==> src/rtl/sevenseg_scan_if.sv <==
// ---------------------------------------------------------------------------
// sevenseg_scan_if
//   Load-side bus of the multiplexed seven-segment scanner. The producer
//   (master) presents a binary value and a decimal-point mask and pulses load.
//   The scanner (slave) answers with busy while it converts the value to BCD.
//
//   Signals:
//     value   [VAL_W]  unsigned binary number to display
//     load    [1]      single-cycle convert/display request
//     dp_mask [DIGITS] per-digit decimal point request, captured with value
//     busy    [1]      conversion in progress
// ---------------------------------------------------------------------------
interface sevenseg_scan_if #(
  parameter int DIGITS = 4,
  parameter int VAL_W  = 14
);
  logic [VAL_W-1:0]  value;
  logic              load;
  logic [DIGITS-1:0] dp_mask;
  logic              busy;

  modport master (output value, output load, output dp_mask, input busy);
  modport slave  (input value, input load, input dp_mask, output busy);
endinterface

==> src/rtl/sevenseg_scan.sv <==
// ---------------------------------------------------------------------------
// sevenseg_scan
//   Converts a binary value to decimal with a sequential double-dabble
//   (one input bit per clock) and drives a time-multiplexed, active-low
//   seven-segment display. Digit slots advance on a clock-enable tick from a
//   free-running refresh counter; no derived clocks are used.
//
//   Parameters:
//     DIGITS      number of digits (1..8)
//     VAL_W       width of the binary input (1..27)
//     REFRESH_DIV clk cycles per digit slot (2..2^20)
//
//   Ports:
//     clk   in   single clock, rising edge
//     rst   in   asynchronous active-high reset
//     bus   slave modport of sevenseg_scan_if (value, load, dp_mask, busy)
//     an    out  digit enables, active-low, one-hot-low while scanning
//     seg   out  segments a..g on seg[6]..seg[0], active-low
//     dp    out  decimal point, active-low
//
//   Optional feature: define SEVENSEG_BLANK_EN to blank leading zero digits
//   above the most significant nonzero digit (digit 0 is never blanked).
// ---------------------------------------------------------------------------
module sevenseg_scan #(
  parameter int DIGITS      = 4,
  parameter int VAL_W       = 14,
  parameter int REFRESH_DIV = 100000
) (
  input  logic              clk,
  input  logic              rst,
  sevenseg_scan_if.slave    bus,
  output logic [DIGITS-1:0] an,
  output logic [6:0]        seg,
  output logic              dp
);

  localparam int CNT_W = (REFRESH_DIV > 1) ? $clog2(REFRESH_DIV) : 1;
  localparam int IDX_W = (DIGITS > 1) ? $clog2(DIGITS) : 1;
  localparam int BIT_W = (VAL_W > 1) ? $clog2(VAL_W) : 1;
  localparam int BCD_W = 4 * DIGITS;

  localparam logic [CNT_W-1:0] CNT_LAST  = CNT_W'(REFRESH_DIV - 1);
  localparam logic [IDX_W-1:0] IDX_LAST  = IDX_W'(DIGITS - 1);
  localparam logic [BIT_W-1:0] BIT_LAST  = BIT_W'(VAL_W - 1);
  localparam logic [31:0]      MAX_SHOWN = 32'(10 ** DIGITS - 1);

  typedef enum logic {S_IDLE, S_CONV} state_t;

  // Active-low segment pattern for one BCD digit.
  function automatic logic [6:0] decode_digit(input logic [3:0] d);
    case (d)
      4'd0:    decode_digit = 7'b0000001;
      4'd1:    decode_digit = 7'b1001111;
      4'd2:    decode_digit = 7'b0010010;
      4'd3:    decode_digit = 7'b0000110;
      4'd4:    decode_digit = 7'b1001100;
      4'd5:    decode_digit = 7'b0100100;
      4'd6:    decode_digit = 7'b0100000;
      4'd7:    decode_digit = 7'b0001111;
      4'd8:    decode_digit = 7'b0000000;
      4'd9:    decode_digit = 7'b0000100;
      default: decode_digit = 7'b1111111;
    endcase
  endfunction

  state_t            state_q, state_d;
  logic [CNT_W-1:0]  refresh_q, refresh_d;
  logic [IDX_W-1:0]  idx_q, idx_d;
  logic              scan_on_q, scan_on_d;
  logic [VAL_W-1:0]  shift_q, shift_d;
  logic [BCD_W-1:0]  work_q, work_d;
  logic [BIT_W-1:0]  bits_q, bits_d;
  logic [DIGITS-1:0] cap_dp_q, cap_dp_d;
  logic              cap_ovf_q, cap_ovf_d;
  logic [BCD_W-1:0]  disp_bcd_q, disp_bcd_d;
  logic [DIGITS-1:0] disp_dp_q, disp_dp_d;
  logic              disp_ovf_q, disp_ovf_d;
  logic [DIGITS-1:0] an_q, an_d;
  logic [6:0]        seg_q, seg_d;
  logic              dp_q, dp_d;

  logic              tick;
  logic [BCD_W-1:0]  adj;
  logic [BCD_W-1:0]  next_work;
  logic [DIGITS-1:0] blank_vec;
  logic [3:0]        cur_digit;
  logic              cur_dp;
  logic              cur_blank;
`ifdef SEVENSEG_BLANK_EN
  logic              lead_zero;
`endif

  always_comb begin
    state_d    = state_q;
    refresh_d  = refresh_q;
    idx_d      = idx_q;
    scan_on_d  = scan_on_q;
    shift_d    = shift_q;
    work_d     = work_q;
    bits_d     = bits_q;
    cap_dp_d   = cap_dp_q;
    cap_ovf_d  = cap_ovf_q;
    disp_bcd_d = disp_bcd_q;
    disp_dp_d  = disp_dp_q;
    disp_ovf_d = disp_ovf_q;
    an_d       = an_q;
    seg_d      = seg_q;
    dp_d       = dp_q;
    adj        = work_q;
    next_work  = work_q;
    blank_vec  = '0;
    cur_digit  = 4'd0;
    cur_dp     = 1'b0;
    cur_blank  = 1'b0;
`ifdef SEVENSEG_BLANK_EN
    lead_zero  = 1'b1;
`endif

    tick      = (refresh_q == CNT_LAST);
    refresh_d = tick ? '0 : refresh_q + CNT_W'(1);

    // Double-dabble: add 3 to every digit >= 5, then shift in the next
    // input bit. Only the lower DIGITS digits are kept; anything that would
    // land above them is an overflow case and is flagged at capture time.
    for (int i = 0; i < DIGITS; i++) begin
      if (adj[4*i +: 4] >= 4'd5) adj[4*i +: 4] = adj[4*i +: 4] + 4'd3;
    end
    next_work = BCD_W'({adj, shift_q[VAL_W-1]});

    case (state_q)
      S_IDLE: begin
        if (bus.load) begin
          shift_d   = bus.value;
          work_d    = '0;
          bits_d    = BIT_LAST;
          cap_dp_d  = bus.dp_mask;
          cap_ovf_d = (32'(bus.value) > MAX_SHOWN);
          state_d   = S_CONV;
        end
      end
      S_CONV: begin
        work_d  = next_work;
        shift_d = shift_q << 1;
        if (bits_q == '0) begin
          // Last bit: publish result, mask and overflow in one edge.
          disp_bcd_d = next_work;
          disp_dp_d  = cap_dp_q;
          disp_ovf_d = cap_ovf_q;
          state_d    = S_IDLE;
        end else begin
          bits_d = bits_q - BIT_W'(1);
        end
      end
      default: state_d = S_IDLE;
    endcase

`ifdef SEVENSEG_BLANK_EN
    // A digit is blank while it and every digit above it is zero.
    for (int i = DIGITS - 1; i >= 1; i--) begin
      lead_zero    = lead_zero && (disp_bcd_q[4*i +: 4] == 4'd0);
      blank_vec[i] = lead_zero;
    end
`endif

    // The first tick after reset lights digit 0 without advancing; later
    // ticks step the index and reload the output registers together.
    if (tick) begin
      scan_on_d = 1'b1;
      if (scan_on_q && (idx_q != IDX_LAST)) idx_d = idx_q + IDX_W'(1);
      else                                  idx_d = '0;
      for (int i = 0; i < DIGITS; i++) begin
        if (IDX_W'(i) == idx_d) begin
          cur_digit = disp_bcd_q[4*i +: 4];
          cur_dp    = disp_dp_q[i];
          cur_blank = blank_vec[i];
        end
      end
      an_d = ~(DIGITS'(1) << idx_d);
      if (disp_ovf_q)     seg_d = 7'b1111110;
      else if (cur_blank) seg_d = 7'b1111111;
      else                seg_d = decode_digit(cur_digit);
      dp_d = ~cur_dp;
    end
  end

  always_ff @(posedge clk or posedge rst) begin
    if (rst) begin
      state_q    <= S_IDLE;
      refresh_q  <= '0;
      idx_q      <= '0;
      scan_on_q  <= 1'b0;
      shift_q    <= '0;
      work_q     <= '0;
      bits_q     <= '0;
      cap_dp_q   <= '0;
      cap_ovf_q  <= 1'b0;
      disp_bcd_q <= '0;
      disp_dp_q  <= '0;
      disp_ovf_q <= 1'b0;
      an_q       <= '1;
      seg_q      <= 7'b1111111;
      dp_q       <= 1'b1;
    end else begin
      state_q    <= state_d;
      refresh_q  <= refresh_d;
      idx_q      <= idx_d;
      scan_on_q  <= scan_on_d;
      shift_q    <= shift_d;
      work_q     <= work_d;
      bits_q     <= bits_d;
      cap_dp_q   <= cap_dp_d;
      cap_ovf_q  <= cap_ovf_d;
      disp_bcd_q <= disp_bcd_d;
      disp_dp_q  <= disp_dp_d;
      disp_ovf_q <= disp_ovf_d;
      an_q       <= an_d;
      seg_q      <= seg_d;
      dp_q       <= dp_d;
    end
  end

  assign bus.busy = (state_q == S_CONV);
  assign an       = an_q;
  assign seg      = seg_q;
  assign dp       = dp_q;

endmodule

==> src/flat_wrapper.sv <==
// flat-port wrapper written by rule: the top's interface ports become plain ports
module sevenseg_scan_flat 
#(
  parameter int DIGITS      = 4,
  parameter int VAL_W       = 14,
  parameter int REFRESH_DIV = 100000
)
  (clk, rst, an, seg, dp, bus_value, bus_load, bus_dp_mask, bus_busy);
  sevenseg_scan_if #(.DIGITS(DIGITS), .VAL_W(VAL_W)) bus_i ();
  input  logic clk;
  input  logic rst;
  output logic [DIGITS-1:0] an;
  output logic [6:0] seg;
  output logic dp;
  input wire logic [$bits(bus_i.value)-1:0] bus_value;
  input wire logic [$bits(bus_i.load)-1:0] bus_load;
  input wire logic [$bits(bus_i.dp_mask)-1:0] bus_dp_mask;
  output wire logic [$bits(bus_i.busy)-1:0] bus_busy;
  assign bus_i.value = bus_value;
  assign bus_i.load = bus_load;
  assign bus_i.dp_mask = bus_dp_mask;
  assign bus_busy = bus_i.busy;
  sevenseg_scan #(.DIGITS(DIGITS), .VAL_W(VAL_W), .REFRESH_DIV(REFRESH_DIV)) u_core (.clk(clk), .rst(rst), .bus(bus_i), .an(an), .seg(seg), .dp(dp));
endmodule
==> config.mk <==
export PLATFORM = sky130hd
export DESIGN_NAME = sevenseg_scan_flat
export DESIGN_NICKNAME = d
export VERILOG_FILES = /design/src/rtl/sevenseg_scan_if.sv /design/src/rtl/sevenseg_scan.sv /design/src/flat_wrapper.sv
export SDC_FILE = /design/constraint.sdc
export NUM_CORES = 1
export LEC_CHECK = 0
export CAP_MARGIN = 0
export CORE_ASPECT_RATIO = 0.5
export CORE_MARGIN = 1
export CORE_UTILIZATION = 55
export CTS_BUF_LIST = sky130_fd_sc_hd__clkbuf_8
export DETAILED_ROUTE_END_ITERATION = 12
export DONT_BUFFER_PORTS = 1
export GPL_ROUTABILITY_DRIVEN = 0
export HOLD_SLACK_MARGIN = 0.05
export PLACE_DENSITY_LB_ADDON = 0.1
export SYNTH_ARGS = -nofsm -noshare
export SYNTH_HDL_FRONTEND = slang
export SYNTH_SLANG_ARGS = --single-unit
==> constraint.sdc <==
create_clock -name clk -period 8.64 [get_ports clk]
set_input_delay 1.728 -clock clk [delete_from_list [all_inputs] [get_ports clk]]
set_output_delay 1.728 -clock clk [all_outputs]
set_load 0.05 [all_outputs]
==> flow_summary.ini, run 1 <==
[power_and_ir_drop]
netSwitchingFraction = 0.373
power.internal_uw = 955
p_per_area_nw_per_um2 = 305
ir_drop_uv = 259
clkPwrFrac = 0.193
power_frac_seq = 0.444
power_uw = 1520
p_switching_uw = 567
p_leak_uw = 0.00225
power_frac_comb = 0.363

[detailed_routing]
vias_per_cell = 5.74
wirelength_um = 8920
drc_errors = 0
dr.pass1.iters = 4
first_iter_violations = 150
vias = 3222
ant_nets = 0
wl_per_cell_um = 15.9

[place]
place_ws_ns = 5.51
postPlaceCellArea_um2 = 4790
dpl.cell_count = 545
post-dp-hpwl_um = 6220
port_buffers = 0

[flow_run]
cap_viol_max_count = 0

[clock_tree]
hold_buffers = 0
htreeDepth = 3
cts_buffers = 9
clockRootBuffer = clkbuf_8
insertion_delay_ns = 0.37
ctsResizeCount = 0
cts.path.max_buffers = 2
path_clk_slew_ns = 0.08
cts_setup_buffers = 0
cts_tree = yes
cts_num_sinks = 93

[grt]
track_usage = 0.217
antenna_found_initial = 0
grt_max_degree = 68
grt_pass1_wl_um = 14700
grt_overflow_total = 0
grt_pass1_vias = 3124

[timing]
relSlewSlack = 0.352
setup_viol = 0
worstMarginPinSlew_ns = 0.970
worst_slack_ns = 5.49
clock.fmax_mhz = 317
rsz0062_at_grt = false
period_needed_ns = 3.15
fin_skew_ns = 0.00943
tns_ns = 0
hold_viol = 0
period_share = 0.365
slew_viol_final = 0

[min_path]
holdCritPathClass = flop to flop
hold_start = u_core.refresh_q[4]

[floorplanning]
io_pins = 34
die_area_um2 = 9010
core_area_um2 = 8170
die_x_um = 133
initial_core_util = 0.580
die_h_um = 67.6
row_count = 23

[worst_setup_path]
crit_top_cell = ha_1
startpoint_type = flop
crit_start = u_core.idx_q[0]
path_cells = ha_1 > nand3b_1 > o22ai_1 > a221o_1 > inv_1 > ha_1 > nand2_1 > a211o_1 > mux2_4
cp_slowest_stage_delay_ns = 0.77
endpoint_kind = flop
cp_data_arrival_time_ns = 3.45
r2r_start = u_core.idx_q[0]
cp_max_fo = 21
cp_slowest_cell = ha_1
worstPathRequired_ns = 8.94
critical_path_class = flop to flop

[logic_synthesis]
synth-async-reset-ratio = 1.00
synth_ff_type = dfrtp_1
synth.avg_cell_area_um2 = 10.5
yosysWarningCount = 0
synth_fp_nets = 490
synth-seq-cells = 93
synth_cells = 451
syn_area_um2 = 4740
synthDistinctLibCells = 61
yosysSeqAreaShare = 0.494
synth-edff-count = 0

[layout]
multi_input_area_um2 = 2220
fillCellCount = 689
instances_no_fill = 561
drive_gt1_frac = 0.143
regArea_um2 = 2340
layout.nets = 483
syn2layout_area_growth_pct = 5.36
fin_area_um2 = 4990
num_antenna_cells = 0

[outcome]
status = complete, no violations
-- final cells by class --
type                            instances  area share
Timing Repair Buffer                    2     0.00301
Tap cell                              112      0.0281
Clock buffer                           10      0.0276
Multi-Input combinational cell        318       0.444
Sequential cell                        93       0.470
Clock inverter                          6      0.0125
Inverter                               20      0.0153
-- through the flow --
stage                     hold slack (ns)  utilization
final                               0.475        0.611
after detailed placement            0.466        0.586
after CTS                           0.482        0.611
after global routing                0.519        0.611
after floorplan                     0.441            -
after global placement              0.460        0.586
-- synth_stat cells, drive strengths merged, types with 12 or more instances --
master,n,area (µm²)
dfrtp,81,2030
nand2,46,173
o21ai,39,195
nor2,34,135
mux2i,21,210
inv,20,75.1
mux2,20,229
a21oi,19,95.1
ha,18,225
nand2b,13,81.3
clkbuf,12,45.0
dfstp,12,315
xnor2,12,105
-- placed cells by master, fill, tap and decap left out, types with 5 or more instances in the layout --
cell type	netlist	layout
dfstp_2	12	12
o21ai_0	39	39
nand2b_1	13	13
a21oi_1	19	19
mux2_2	19	19
nand2_1	46	46
nand3_1	8	8
mux2i_1	21	21
xor2_1	7	7
clkbuf_8	0	10
inv_1	20	20
ha_1	18	18
o31ai_1	9	9
nor2b_1	5	5
dfrtp_1	81	80
xnor2_1	12	12
nor2_1	33	33
-- layer usage --
| layer | track usage | vias to the layer above | part of all wire |
|---|---|---|---|
| li1 | - | 1572 | - |
| met1 | 0.287 | 1578 | 0.47 |
| met2 | 0.339 | 59 | 0.45 |
| met3 | 0.0698 | 13 | 0.062 |
| met4 | 0.0824 | 0 | 0.014 |
| met5 | 0 | - | 0 |
-- power by group through the flow --
stage / logic [µW] / clock network, µW / registers (µW)
after floorplan: 462 / 0 / 645
after global placement: 523 / 0 / 676
after detailed placement: 556 / 0 / 681
after CTS: 558 / 303 / 674
after global routing: 631 / 320 / 693
final: 553 / 293 / 676
-- worst max-delay path, delay by kind of cell, from the launching register on --
kind | cells | cell delay (ns)
fa+ha+maj | 2 | 1.08
mux | 1 | 0.25
flops | 1 | 0.51
buf+inv | 1 | 0.12
simple gates | 2 | 0.31
compound gates | 3 | 0.80
-- cells by family after synthesis --
group | share of synthesized area
XOR/XNOR | 0.0351
buffers and inverters | 0.0378
adder cells (fa/ha/maj) | 0.0475
AND/OR/NAND/NOR | 0.153
multiplexers | 0.0927
AO/OA/AOI/OAI | 0.139
flip-flops | 0.494
-- final timing paths --
check | to | slack (ns) | cells past startpoint
setup / recovery | u_core.seg[5] | 5.49 | 9
hold / removal | u_core.refresh_q[4] | 0.48 | 1
hold reg to reg | u_core.refresh_q[4] | 0.48 | 1
max in group asynchronous | u_core.bus.busy | 6.19 | 2
setup reg to reg | u_core.seg[5] | 5.49 | 9
min in group asynchronous | u_core.refresh_q[1] | 1.25 | 1
-- sequential cells by signal, summed over array words and instances, names as in the netlist --
name	count
u_core.refresh_q	17
u_core.disp_bcd_q	16
u_core.work_q	16
u_core.shift_q	14
u_core.seg	7
u_core.an	4
u_core.bits_q	4
u_core.cap_dp_q	4
u_core.disp_dp_q	4
u_core.idx_q	2
u_core.bus.busy	1
u_core.cap_ovf_q	1
u_core.disp_ovf_q	1
u_core.dp	1
u_core.scan_on_q	1
Note: power is estimated with default switching activity, not from simulation.
==> inputs of run 2 (changes only) <==
==> constraint.sdc (replaced) <==
create_clock -name clk -period 3.2 [get_ports clk]
set_input_delay 0.64 -clock clk [delete_from_list [all_inputs] [get_ports clk]]
set_output_delay 0.64 -clock clk [all_outputs]
set_load 0.05 [all_outputs]
==> flow_summary.ini, run 2 (same netlist as run 1, synthesis figures left out) <==
[outcome]
status = complete, no violations

[timing]
period_share = 0.886
worst_slack_ns = 0.366
slew_viol_final = 0
tns_ns = 0
period_needed_ns = 2.83
rsz0062_at_grt = false
clock.fmax_mhz = 353
worstMarginPinSlew_ns = 0.939
hold_viol = 0
fin_skew_ns = 0.00687
relSlewSlack = 0.372
setup_viol = 0

[clock_tree]
htreeDepth = 3
ctsResizeCount = 0
cts_setup_buffers = 0
clockRootBuffer = clkbuf_8
path_clk_slew_ns = 0.09
hold_buffers = 0
cts_num_sinks = 93
cts_tree = yes
cts_buffers = 9
insertion_delay_ns = 0.36
cts.path.max_buffers = 2

[worst_setup_path]
endpoint_kind = flop
critical_path_class = flop to flop
cp_slowest_stage_delay_ns = 0.51
cp_max_fo = 16
path_cells = ha_1 > buf_4 > mux2i_1 > a221o_1 > inv_1 > ha_1 > nand2_1 > a211o_1 > mux2_4
cp_slowest_cell = dfrtp_1
cp_top_family = adder cells
worstPathRequired_ns = 3.50
startpoint_type = flop
crit_top_cell = ha_1
cp_data_arrival_time_ns = 3.13
critPathBufInv = 2

[power_and_ir_drop]
power_uw = 4270
p_per_area_nw_per_um2 = 844
ir_drop_uv = 404
p_leak_uw = 0.00229

[layout]
largest_reg_flops = 17
largest-register = u_core.refresh_q
top_regs = u_core.refresh_q x17, u_core.disp_bcd_q x16, u_core.work_q x16
syn2layout_area_growth_pct = 6.79
instances_no_fill = 564
fillCellCount = 675
drive_gt1_frac = 0.150
final_common_cell = dfrtp_1
num_antenna_cells = 0
layout.nets = 486
layout_common_cells = 80 x dfrtp_1, 46 x nand2_1, 39 x o21ai_0
fin_area_um2 = 5060

[min_path]
holdCritPathClass = input port to async pin

[grt]
grt_max_degree = 42
grt_pass1_vias = 3191
use_met1 = 0.278
busiest_layer = met2
antenna_found_initial = 0
use_met2 = 0.362
use_met3 = 0.0751
grt_overflow_total = 0
track_usage = 0.220
grt_pass1_wl_um = 15100

[detailed_routing]
wirelength_um = 8990
drc_errors = 0
vias_per_cell = 5.65
dr.pass1.iters = 4
ant_nets = 0
vias = 3189
first_iter_violations = 189
wl_per_cell_um = 15.9

[floorplanning]
die_area_um2 = 9010
die_h_um = 67.6
die_x_um = 133
row_count = 23
io_pins = 34
core_area_um2 = 8170
initial_core_util = 0.580

[place]
postPlaceCellArea_um2 = 4810
post-dp-hpwl_um = 6480
place_ws_ns = 0.392
dpl.cell_count = 548
port_buffers = 0

[flow_run]
cap_viol_max_count = 0
## run 2: layout make-up
cell class              count  area, µm²  area share
flip-flops and latches     93       2340       0.463
multi-input cells         318       2220       0.438
well taps                 112        140      0.0277
clock buffers               9        124      0.0245
clock inverters             7        121      0.0240
inverters                  20       76.3      0.0151
repair buffers              5       37.5     0.00742
## run 2: stage by stage
step / hold WS [ns] / util
after detailed placement: 0.476 / 0.589
final: 0.211 / 0.619
after CTS: 0.227 / 0.619
after global routing: 0.248 / 0.619
after global placement: 0.460 / 0.589
after floorplan: 0.441 / -
## run 2: final timing paths
check                           depth (start not counted)  slack [ns]                 from             endpoint
max in group asynchronous                               2        2.13                  rst        u_core.seg[5]
worst max register to register                          9        0.37      u_core.idx_q[0]        u_core.seg[5]
worst min-delay path                                    1        0.21                  rst    u_core.work_q[11]
worst max-delay path                                    9        0.37      u_core.idx_q[0]        u_core.seg[5]
worst min register to register                          1        0.49  u_core.refresh_q[4]  u_core.refresh_q[4]
min in group clk                                        1        0.35             bus_load     u_core.work_q[0]
## run 2: metal layers
layer  up-vias  wire (µm)  share of wire
met1      1553       4230           0.47
met3         2        507          0.056
li1       1575          -              -
met4         0         11         0.0012
met5         -          0              0
met2        59       4240           0.47
## run 2: power breakdown
part	switching, µW	internal, µW	leakage, µW	total (µW)
Sequential	293	1530	0.00115	1820
Combinational	823	668	0.00102	1490
Clock	428	524	0.000124	952
Total	1540	2720	0.00229	4270
==> inputs of run 3 (changes only) <==
--- a/config.mk
+++ b/config.mk
@@ -5,16 +5,18 @@
 export SDC_FILE = /design/constraint.sdc
 export NUM_CORES = 1
 export LEC_CHECK = 0
+export ABC_AREA = 1
 export CAP_MARGIN = 0
 export CORE_ASPECT_RATIO = 0.5
 export CORE_MARGIN = 1
-export CORE_UTILIZATION = 55
+export CORE_UTILIZATION = 50
 export CTS_BUF_LIST = sky130_fd_sc_hd__clkbuf_8
 export DETAILED_ROUTE_END_ITERATION = 12
 export DONT_BUFFER_PORTS = 1
 export GPL_ROUTABILITY_DRIVEN = 0
 export HOLD_SLACK_MARGIN = 0.05
 export PLACE_DENSITY_LB_ADDON = 0.1
+export SLEW_MARGIN = 20
 export SYNTH_ARGS = -nofsm -noshare
 export SYNTH_HDL_FRONTEND = slang
 export SYNTH_SLANG_ARGS = --single-unit
==> flow_summary.ini, run 3 <==
[floorplanning]
io_pins = 34
row_count = 24
die_area_um2 = 9760
initial_core_util = 0.526
die_h_um = 70.4
die_x_um = 139
core_area_um2 = 8890

[timing]
period_share = 0.777
tns_ns = 0
hold_viol = 0
clock.fmax_mhz = 402
fin_skew_ns = 0.0105
setup_viol = 0
rsz0062_at_grt = false
relSlewSlack = 0.539
period_needed_ns = 2.48
slew_viol_final = 0
worstMarginPinSlew_ns = 0.691

[detailed_routing]
vias_per_cell = 5.11
drc_errors = 4
vias = 3446
wirelength_um = 8930
ant_nets = 0
dr.pass1.iters = 8
first_iter_violations = 143
wl_per_cell_um = 13.2

[clock_tree]
htreeDepth = 3
clockRootBuffer = clkbuf_8
cts_tree = yes
cts_num_sinks = 93
ctsResizeCount = 0
insertion_delay_ns = 0.36
cts_buffers = 9
cts_setup_buffers = 0
cts.path.max_buffers = 2
path_clk_slew_ns = 0.09
hold_buffers = 0

[grt]
use_met2 = 0.333
grt_pass1_vias = 3457
grt_max_degree = 56
grt_overflow_total = 0
antenna_found_initial = 0
busiest_layer = met2
grt_pass1_wl_um = 15700
use_met3 = 0.0638
track_usage = 0.205
use_met1 = 0.266

[layout]
fin_area_um2 = 4980
largest-register = u_core.refresh_q
final_common_cell = nand2_1
layout.nets = 591
num_antenna_cells = 0
largest_reg_flops = 17
syn2layout_area_growth_pct = 6.61
drive_gt1_frac = 0.113
fillCellCount = 827
top_regs = u_core.refresh_q x17, u_core.disp_bcd_q x16, u_core.work_q x16
finalCoreUtilization = 0.560
layout_common_cells = 128 x nand2_1, 81 x dfrtp_1, 76 x inv_1

[logic_synthesis]
synthTopCellsByArea = dfrtp_1 43%, nand2_1 10%, dfstp_2 6.7%, inv_1 6.2%, o21ai_0 5.5%
synth.avg_cell_area_um2 = 8.51
synth_most_common_cell = nand2_1
yosysSeqAreaShare = 0.501
synth.largest_area_cell = dfrtp_1
synth_fp_nets = 588
synth_ff_type = dfrtp_1
yosysWarningCount = 0
synthDistinctLibCells = 37
synth-async-reset-ratio = 1.00
syn_area_um2 = 4670
synth_cells = 549
synth-edff-count = 0
synthTopCellsByCount = 128 x nand2_1, 81 x dfrtp_1, 77 x inv_1
synth-seq-cells = 93
synth.top_cell.area_share = 0.434

[place]
postPlaceCellArea_um2 = 4800
port_buffers = 0
post-dp-hpwl_um = 6460

[worst_setup_path]
path_cells = ha_1 > nand3_4 > nor2_4 > nand2_1 > nand4_1 > inv_1 > ha_1 > o21ai_1 > nor2_1 > nor2_1 > nand2_1
critical_path_class = flop to flop
cp_data_arrival_time_ns = 2.78
worstPathRequired_ns = 3.50
endpoint_kind = flop
cp_slowest_stage_delay_ns = 0.51
cp_slowest_cell = dfrtp_1
cp_max_fo = 8
startpoint_type = flop

[outcome]
status = finished with violations
violations = DRC

[power_and_ir_drop]
ir_drop_uv = 516
p_per_area_nw_per_um2 = 782
p_leak_uw = 0.00244

[min_path]
holdCritPathClass = input port to async pin

[flow_run]
cap_viol_max_count = 0
[run 3: cell count changes after synthesis, moves of 13 or more]
cell,before,now
inv_1,20,77
mux2_2,19,0
o22ai_1,3,17
nand2_1,46,128
nand2b_1,13,0
nand3_1,8,27
mux2i_1,21,0
[run 3: layout make-up]
class,instances,area (µm²),area share
clock buffers,10,138,0.0276
clock inverters,6,45.0,0.00904
inverters,81,309,0.0620
multi-input cells,361,1960,0.393
flip-flops and latches,93,2340,0.470
well taps,117,146,0.0294
repair buffers,6,45.0,0.00904
[run 3: logic make-up (layout without fill, tap and decap cells)]
group	Yosys count	count (layout)	share of synthesized area
adder cells (fa/ha/maj)	18	18	0.0482
buffers and inverters	95	103	0.0801
flip-flops	93	93	0.501
AND/OR/NAND/NOR	238	238	0.241
XOR/XNOR	7	7	0.0131
AO/OA/AOI/OAI	98	98	0.116
[run 3: power breakdown]
part | internal (µW) | switching (µW)
Sequential | 1530 | 194
Combinational | 506 | 926
Clock | 311 | 427
Total | 2350 | 1550
[run 3: stage by stage]
stage | hold slack [ns] | power (µW) | setup WS, ns | cells
after global routing | 0.292 | 4270 | 0.478 | 674
after floorplan | 0.431 | 2850 | 0.160 | 549
after global placement | 0.452 | 3160 | 0.792 | 658
after CTS | 0.264 | 3940 | 0.705 | 674
after detailed placement | 0.460 | 3200 | 0.719 | 658
final | 0.252 | 3900 | 0.715 | 674
[run 3: worst paths after layout]
kind | from | end | slack [ns] | cells past startpoint
setup / recovery | u_core.idx_q[0] | u_core.seg[3] | 0.72 | 11
hold / removal | rst | u_core.refresh_q[11] | 0.25 | 1
setup reg to reg | u_core.idx_q[0] | u_core.seg[3] | 0.72 | 11
hold reg to reg | u_core.refresh_q[0] | u_core.refresh_q[0] | 0.47 | 1
max in group asynchronous | rst | u_core.seg[4] | 2.16 | 2
min in group clk | bus_value[9] | u_core.shift_q[9] | 0.39 | 2
[run 3: critical path, delay by kind of cell (launching register included)]
kind | cells | cell delay [ns]
flops | 1 | 0.51
fa+ha+maj | 2 | 0.81
buf+inv | 1 | 0.13
compound gates | 1 | 0.18
simple gates | 7 | 0.80
[run 3: metal layers]
layer | vias up | wire (µm)
met5 | - | 0
met4 | 0 | 94
met3 | 11 | 438
met2 | 58 | 3930
met1 | 1598 | 4470
li1 | 1779 | -
